### config.mk
export PLATFORM = sky130hd
export DESIGN_NAME = forwarding_hazard_unit_flat
export DESIGN_NICKNAME = d
export VERILOG_FILES = /design/src/rtl/forwarding_hazard_unit_if.sv /design/src/rtl/forwarding_hazard_unit.sv /design/src/flat_wrapper.sv
export SDC_FILE = /design/constraint.sdc
export NUM_CORES = 1
export LEC_CHECK = 0
export CAP_MARGIN = 40
export CORE_UTILIZATION = 43
export CTS_CLUSTER_DIAMETER = 120
export DETAILED_ROUTE_END_ITERATION = 8
export PLACE_DENSITY = 0.87
export SETUP_SLACK_MARGIN = 0.05
export SYNTH_ARGS = -nofsm -noshare
export SYNTH_HDL_FRONTEND = slang
export SYNTH_SLANG_ARGS = --single-unit
export TNS_END_PERCENT = 100
### constraint.sdc
create_clock -name clk -period 2.3 [get_ports clk]
set_clock_uncertainty 0.1 [all_clocks]
set_input_delay 0.46 -clock clk [delete_from_list [all_inputs] [get_ports clk]]
set_output_delay 0.46 -clock clk [all_outputs]
set_load 0.01 [all_outputs]
### src/rtl/forwarding_hazard_unit_if.sv
// rtl/forwarding_hazard_unit_if.sv - pipeline-side signal bundle for the forwarding/hazard unit
interface forwarding_hazard_unit_if #(
    parameter int RAW       = 5,
    parameter int NUM_SRC   = 2,
    parameter int CNT_WIDTH = 32
);
    logic                     in_id_valid;
    logic [NUM_SRC*RAW-1:0]   in_id_src;
    logic                     in_ex_valid;
    logic                     in_ex_regwrite;
    logic                     in_ex_memread;
    logic [RAW-1:0]           in_ex_rd;
    logic                     in_mem_valid;
    logic                     in_mem_regwrite;
    logic                     in_mem_memread;
    logic                     in_mem_data_ready;
    logic [RAW-1:0]           in_mem_rd;
    logic                     in_wb_valid;
    logic                     in_wb_regwrite;
    logic [RAW-1:0]           in_wb_rd;
    logic                     in_pipe_advance;
    logic                     in_flush;
    logic [NUM_SRC*2-1:0]     out_forward;
    logic                     out_stall;
    logic                     out_ex_bubble;
    logic [1:0]               out_state;
    logic [CNT_WIDTH-1:0]     out_stall_count;
    logic                     out_timeout;

    modport master (
        output in_id_valid, in_id_src,
        output in_ex_valid, in_ex_regwrite, in_ex_memread, in_ex_rd,
        output in_mem_valid, in_mem_regwrite, in_mem_memread, in_mem_data_ready, in_mem_rd,
        output in_wb_valid, in_wb_regwrite, in_wb_rd,
        output in_pipe_advance, in_flush,
        input  out_forward, out_stall, out_ex_bubble, out_state, out_stall_count, out_timeout
    );

    modport slave (
        input  in_id_valid, in_id_src,
        input  in_ex_valid, in_ex_regwrite, in_ex_memread, in_ex_rd,
        input  in_mem_valid, in_mem_regwrite, in_mem_memread, in_mem_data_ready, in_mem_rd,
        input  in_wb_valid, in_wb_regwrite, in_wb_rd,
        input  in_pipe_advance, in_flush,
        output out_forward, out_stall, out_ex_bubble, out_state, out_stall_count, out_timeout
    );
endinterface

### src/rtl/forwarding_hazard_unit.sv
// rtl/forwarding_hazard_unit.sv - operand bypass selects, load-use/mem-wait stalls, stall stats and watchdog
module forwarding_hazard_unit #(
    parameter int REG_ADDR_WIDTH = 5,
    parameter int NUM_SRC        = 2,
    parameter int CNT_WIDTH      = 32,
    parameter int MEM_WAIT_MAX   = 64
) (
    input logic                    clk,
    input logic                    reset_n,
    forwarding_hazard_unit_if.slave pif
);
    localparam int RAW  = REG_ADDR_WIDTH;
    localparam int WD_W = $clog2(MEM_WAIT_MAX + 1);

    typedef enum logic [1:0] {
        RUN       = 2'b00,
        STALL_LU  = 2'b01,
        STALL_MEM = 2'b10
    } stateT;

    stateT                state, nextState;
    logic [NUM_SRC-1:0]   hazLu, hazMw;
    logic [NUM_SRC*2-1:0] fwdSel, fwdQ;
    logic                 bubbleQ;
    logic                 stall;
    logic [CNT_WIDTH-1:0] stallCnt;
    logic [WD_W-1:0]      memWaitCnt;
    logic                 timeoutQ;

    // Youngest producer wins; an EX load cannot bypass, so it falls through to older stages.
    always_comb begin
        hazLu  = '0;
        hazMw  = '0;
        fwdSel = '0;
        for (int k = 0; k < NUM_SRC; k++) begin
            if (pif.in_id_src[k*RAW +: RAW] != '0) begin
                hazLu[k] = pif.in_id_valid & pif.in_ex_valid & pif.in_ex_memread
                         & (pif.in_ex_rd == pif.in_id_src[k*RAW +: RAW]);
                hazMw[k] = pif.in_id_valid & pif.in_mem_valid & pif.in_mem_memread
                         & ~pif.in_mem_data_ready
                         & (pif.in_mem_rd == pif.in_id_src[k*RAW +: RAW]);
                if (pif.in_ex_valid && pif.in_ex_regwrite && !pif.in_ex_memread
                    && pif.in_ex_rd == pif.in_id_src[k*RAW +: RAW])
                    fwdSel[k*2 +: 2] = 2'b10;
                else if (pif.in_mem_valid && pif.in_mem_regwrite
                         && pif.in_mem_rd == pif.in_id_src[k*RAW +: RAW])
                    fwdSel[k*2 +: 2] = 2'b01;
                else if (pif.in_wb_valid && pif.in_wb_regwrite
                         && pif.in_wb_rd == pif.in_id_src[k*RAW +: RAW])
                    fwdSel[k*2 +: 2] = 2'b11;
            end
        end
    end

    assign stall = ((|hazLu) | (|hazMw)) & ~pif.in_flush & reset_n;

    always_comb begin
        nextState = RUN;
        if (pif.in_flush)
            nextState = RUN;
        else if (|hazMw)
            nextState = STALL_MEM;
        else if (|hazLu)
            nextState = STALL_LU;
    end

    always_ff @(posedge clk or negedge reset_n) begin
        if (!reset_n)
            state <= RUN;
        else
            state <= nextState;
    end

    always_ff @(posedge clk or negedge reset_n) begin
        if (!reset_n) begin
            fwdQ    <= '0;
            bubbleQ <= 1'b0;
        end else if (pif.in_flush || (pif.in_pipe_advance && stall)) begin
            fwdQ    <= '0;
            bubbleQ <= 1'b1;
        end else if (pif.in_pipe_advance) begin
            fwdQ    <= fwdSel;
            bubbleQ <= ~pif.in_id_valid;
        end
    end

    always_ff @(posedge clk or negedge reset_n) begin
        if (!reset_n)
            stallCnt <= '0;
        else if (stall && stallCnt != '1)
            stallCnt <= stallCnt + 1'b1;
    end

    // Watchdog only flags the long wait; the stall itself keeps going until data arrives.
    always_ff @(posedge clk or negedge reset_n) begin
        if (!reset_n) begin
            memWaitCnt <= '0;
            timeoutQ   <= 1'b0;
        end else begin
            if (state != STALL_MEM)
                memWaitCnt <= '0;
            else if (memWaitCnt != WD_W'(MEM_WAIT_MAX))
                memWaitCnt <= memWaitCnt + 1'b1;
            if (state == STALL_MEM && memWaitCnt == WD_W'(MEM_WAIT_MAX - 1))
                timeoutQ <= 1'b1;
        end
    end

    assign pif.out_forward     = fwdQ;
    assign pif.out_stall       = stall;
    assign pif.out_ex_bubble   = bubbleQ;
    assign pif.out_state       = state;
    assign pif.out_stall_count = stallCnt;
    assign pif.out_timeout     = timeoutQ;
endmodule
### src/flat_wrapper.sv
// flat-port wrapper written by rule: the top's interface ports become plain ports
module forwarding_hazard_unit_flat 
#(
    parameter int REG_ADDR_WIDTH = 5,
    parameter int NUM_SRC        = 2,
    parameter int CNT_WIDTH      = 32,
    parameter int MEM_WAIT_MAX   = 64
)
  (clk, reset_n, pif_in_id_valid, pif_in_id_src, pif_in_ex_valid, pif_in_ex_regwrite, pif_in_ex_memread, pif_in_ex_rd, pif_in_mem_valid, pif_in_mem_regwrite, pif_in_mem_memread, pif_in_mem_data_ready, pif_in_mem_rd, pif_in_wb_valid, pif_in_wb_regwrite, pif_in_wb_rd, pif_in_pipe_advance, pif_in_flush, pif_out_forward, pif_out_stall, pif_out_ex_bubble, pif_out_state, pif_out_stall_count, pif_out_timeout);
  forwarding_hazard_unit_if #(.NUM_SRC(NUM_SRC), .CNT_WIDTH(CNT_WIDTH)) pif_i ();
  input logic clk;
  input logic reset_n;
  input wire logic [$bits(pif_i.in_id_valid)-1:0] pif_in_id_valid;
  input wire logic [$bits(pif_i.in_id_src)-1:0] pif_in_id_src;
  input wire logic [$bits(pif_i.in_ex_valid)-1:0] pif_in_ex_valid;
  input wire logic [$bits(pif_i.in_ex_regwrite)-1:0] pif_in_ex_regwrite;
  input wire logic [$bits(pif_i.in_ex_memread)-1:0] pif_in_ex_memread;
  input wire logic [$bits(pif_i.in_ex_rd)-1:0] pif_in_ex_rd;
  input wire logic [$bits(pif_i.in_mem_valid)-1:0] pif_in_mem_valid;
  input wire logic [$bits(pif_i.in_mem_regwrite)-1:0] pif_in_mem_regwrite;
  input wire logic [$bits(pif_i.in_mem_memread)-1:0] pif_in_mem_memread;
  input wire logic [$bits(pif_i.in_mem_data_ready)-1:0] pif_in_mem_data_ready;
  input wire logic [$bits(pif_i.in_mem_rd)-1:0] pif_in_mem_rd;
  input wire logic [$bits(pif_i.in_wb_valid)-1:0] pif_in_wb_valid;
  input wire logic [$bits(pif_i.in_wb_regwrite)-1:0] pif_in_wb_regwrite;
  input wire logic [$bits(pif_i.in_wb_rd)-1:0] pif_in_wb_rd;
  input wire logic [$bits(pif_i.in_pipe_advance)-1:0] pif_in_pipe_advance;
  input wire logic [$bits(pif_i.in_flush)-1:0] pif_in_flush;
  output wire logic [$bits(pif_i.out_forward)-1:0] pif_out_forward;
  output wire logic [$bits(pif_i.out_stall)-1:0] pif_out_stall;
  output wire logic [$bits(pif_i.out_ex_bubble)-1:0] pif_out_ex_bubble;
  output wire logic [$bits(pif_i.out_state)-1:0] pif_out_state;
  output wire logic [$bits(pif_i.out_stall_count)-1:0] pif_out_stall_count;
  output wire logic [$bits(pif_i.out_timeout)-1:0] pif_out_timeout;
  assign pif_i.in_id_valid = pif_in_id_valid;
  assign pif_i.in_id_src = pif_in_id_src;
  assign pif_i.in_ex_valid = pif_in_ex_valid;
  assign pif_i.in_ex_regwrite = pif_in_ex_regwrite;
  assign pif_i.in_ex_memread = pif_in_ex_memread;
  assign pif_i.in_ex_rd = pif_in_ex_rd;
  assign pif_i.in_mem_valid = pif_in_mem_valid;
  assign pif_i.in_mem_regwrite = pif_in_mem_regwrite;
  assign pif_i.in_mem_memread = pif_in_mem_memread;
  assign pif_i.in_mem_data_ready = pif_in_mem_data_ready;
  assign pif_i.in_mem_rd = pif_in_mem_rd;
  assign pif_i.in_wb_valid = pif_in_wb_valid;
  assign pif_i.in_wb_regwrite = pif_in_wb_regwrite;
  assign pif_i.in_wb_rd = pif_in_wb_rd;
  assign pif_i.in_pipe_advance = pif_in_pipe_advance;
  assign pif_i.in_flush = pif_in_flush;
  assign pif_out_forward = pif_i.out_forward;
  assign pif_out_stall = pif_i.out_stall;
  assign pif_out_ex_bubble = pif_i.out_ex_bubble;
  assign pif_out_state = pif_i.out_state;
  assign pif_out_stall_count = pif_i.out_stall_count;
  assign pif_out_timeout = pif_i.out_timeout;
  forwarding_hazard_unit #(.REG_ADDR_WIDTH(REG_ADDR_WIDTH), .NUM_SRC(NUM_SRC), .CNT_WIDTH(CNT_WIDTH), .MEM_WAIT_MAX(MEM_WAIT_MAX)) u_core (.clk(clk), .reset_n(reset_n), .pif(pif_i));
endmodule
==> results.yml <==
clock_network:
  h-tree-depth: 2
  clock_latency_ns: 0.31
  cts_tree: "yes"
  numCtsBuffers: 5
  cts.sinks: 47
  clock-root-buffer: "clkbuf_8"
  clk_pin_slew_ns: 0.09
  hold_buffers: 0
  clockBufferDepth: 2
synthesis:
  syn-num-nets: 312
  syn_inst: 270
  ys_types: 38
  yosysSeqAreaShare: 0.440
  synth.avg_cell_area_um2: 9.90
  synthArstFlopShare: 1.00
  ys_warn_count: 0
  synthFlopType: "dfrtp_1"
  synth_edf_count: 0
  synth_seq_cells: 47
  synth_area_um2: 2670
placement:
  dp_hpwl_mm: 5.41
  place_congestion: 0.895
  io_buffers: 79
  dp_slack_ns: -0.870
  dpl-instance-area_um2: 3790
outcome:
  violations: "negative setup slack"
  status: "finished with violations"
die:
  initial_utilization: 0.449
  dieWidth_um: 80.9
  ios: 80
  die_height_um: 80.9
  rows: 28
  die-area_um2: 6540
  fp.coreArea_um2: 5960
worst_setup_path:
  worstSetupPathType: "input port to output pin"
  crit_fanout: 4
  cp.required_ns: 1.74
  r2r_cells: 11
  r2r_start: "u_core.pif.out_stall_count[0]"
  r2r_end: "u_core.pif.out_stall_count[2]"
  r2r_slack_ns: 0
  critPathCaptureType: "output pin"
  start_kind: "input port"
  arrival_ns: 1.82
route:
  drc: 0
  wl_mm: 8.88
  ant_nets: 0
  wl_per_cell_um: 18.1
  vias: 2762
  drt-initial-drc-count: 177
  detail_route.vias_per_cell: 5.63
  firstDrtPassIters: 4
sta:
  clock.fmax_mhz: 420
  setup_viol: 9
  finalHoldViolations: 0
  timing.hold.ws_ns: 0.187
  drv_slew: 0
  rsz0062_at_grt: "true"
  finalSetupTns_ns: -0.255
  period_share: 1.04
  fin_ws_ns: -0.0827
  min_period_ns: 2.38
  tightestPinTransition_ns: 0.585
  slew_headroom: 0.610
power_and_ir_drop:
  p_total_w: 0.00166
  p_per_area_nw_per_um2: 382
  ir_drop_mv: 0.278
  p_leak_nw: 1.94
finish:
  area_delta_synth_final_pct: 62.0
  most-common-layout-cells: "buf_4, clkdlybuf4s50_1, dfrtp_1"
  final_area_um2: 4330
  drive_gt1_frac: 0.361
  seqCellArea_um2: 1180
  fill_cells: 384
  layout_commonest_cell: "buf_4"
  diodes: 0
  multi_input_area_um2: 1680
  layout.nets: 457
global_routing:
  antenna_found_initial: 0
  grt_overflow: 0
  track_usage: 0.280
  grt_pass1_wl_mm: 13.7
  grt_max_degree: 48
  grt_pass1_vias: 2837
worst_hold_path:
  hp-class: "input port to async pin"
run:
  maxCapViolations: 0
-- state kept, by name (all words and copies together), names as in the netlist --
signal	count
u_core.pif.out_forward	4
u_core.pif.out_ex_bubble	1
u_core.memWaitCnt	7
u_core.pif.out_stall_count	32
u_core.pif.out_state	2
u_core.pif.out_timeout	1
-- final cells by class --
type	instances	share of cell area
Timing Repair Buffer	144	0.295
Inverter	7	0.00606
Sequential cell	47	0.272
Clock inverter	1	0.00116
Multi-Input combinational cell	210	0.387
Clock buffer	7	0.0176
Tap cell	75	0.0217
-- synthesized netlist by cell type (all sizes together) (3+ instances only) --
cell     n  area (µm²)
nor3     8        40.0
ha       3        37.5
nand3   12        60.1
nand2   21        78.8
xor2    18         158
inv      7        26.3
nand2b   5        31.3
o21ai    3        18.8
xnor2   46         403
a21oi    6        30.0
nor3b    3        22.5
and3    11        72.6
dfrtp   47        1180
a21o     3        23.8
nor2    22        82.6
a31oi    3        18.8
nand4   28         181
clkbuf   4        16.3
and2     3        18.8
-- power breakdown --
group          leakage, nW  total [W]  internal, W  switching, W
clock network       0.0422   0.000493     0.000214      0.000279
registers            0.649   0.000838     0.000832    0.00000536
logic                 1.25   0.000325     0.000181      0.000145
-- layer usage --
layer,vias to the layer above,track usage,part of all wire
li1,1240,-,-
met1,1376,0.333,0.40
met2,112,0.469,0.52
met3,34,0.0551,0.046
met4,0,0.166,0.038
met5,-,0,0
-- repair_timing --
item                                    in CTS  in global routing
pin swaps                                   30                 38
setup buffers                               31                  0
resized for setup                           95                 58
cloned                                       2                  0
endpoints found under the hold margin        0                  0
endpoints found under the setup margin      35                 36
-- cells by family after synthesis --
| kind of cell | Yosys count | share of synthesized area |
|---|---|---|
| and+or+nand+nor | 122 | 0.246 |
| xor gates and xnor gates | 64 | 0.210 |
| DFF | 47 | 0.440 |
| AOI/OAI and AO/OA | 19 | 0.0576 |
| buffers and inverters | 13 | 0.0243 |
| adders and majority gates | 3 | 0.0140 |
| muxes | 2 | 0.00842 |
-- per-stage QoR --
step                cells   util
floorplan             270      -
global placement      453  0.637
detailed placement    453  0.637
CTS                   494  0.709
global route          491  0.728
finish                491  0.728
-- worst max-delay path by stage --
stage | end | depth (start not counted) | slack (ns) | startpoint
2_1_floorplan | u_core.pif.out_stall_count[8] | 9 | 0.07 | u_core.pif.out_stall_count[0]
5_1_grt | pif_out_stall | 8 | -0.14 | pif_in_id_src[4]
4_1_cts | pif_out_stall | 9 | 0.008 | pif_in_ex_rd[0]
6_report | pif_out_stall | 8 | -0.08 | pif_in_id_src[4]
3_3_place_gp | pif_out_stall | 8 | -0.83 | pif_in_id_src[3]
3_5_place_dp | pif_out_stall | 8 | -0.87 | pif_in_id_src[3]
-- worst max-delay path, stage by stage --
cell	delay, ns
buf_4	0.13
xor2_1	0.14
nor3_2	0.28
and3_4	0.25
o2111ai_4	0.14
a21o_2	0.23
inv_2	0.08
buf_6	0.10
Power figures use the tool's default switching activity.
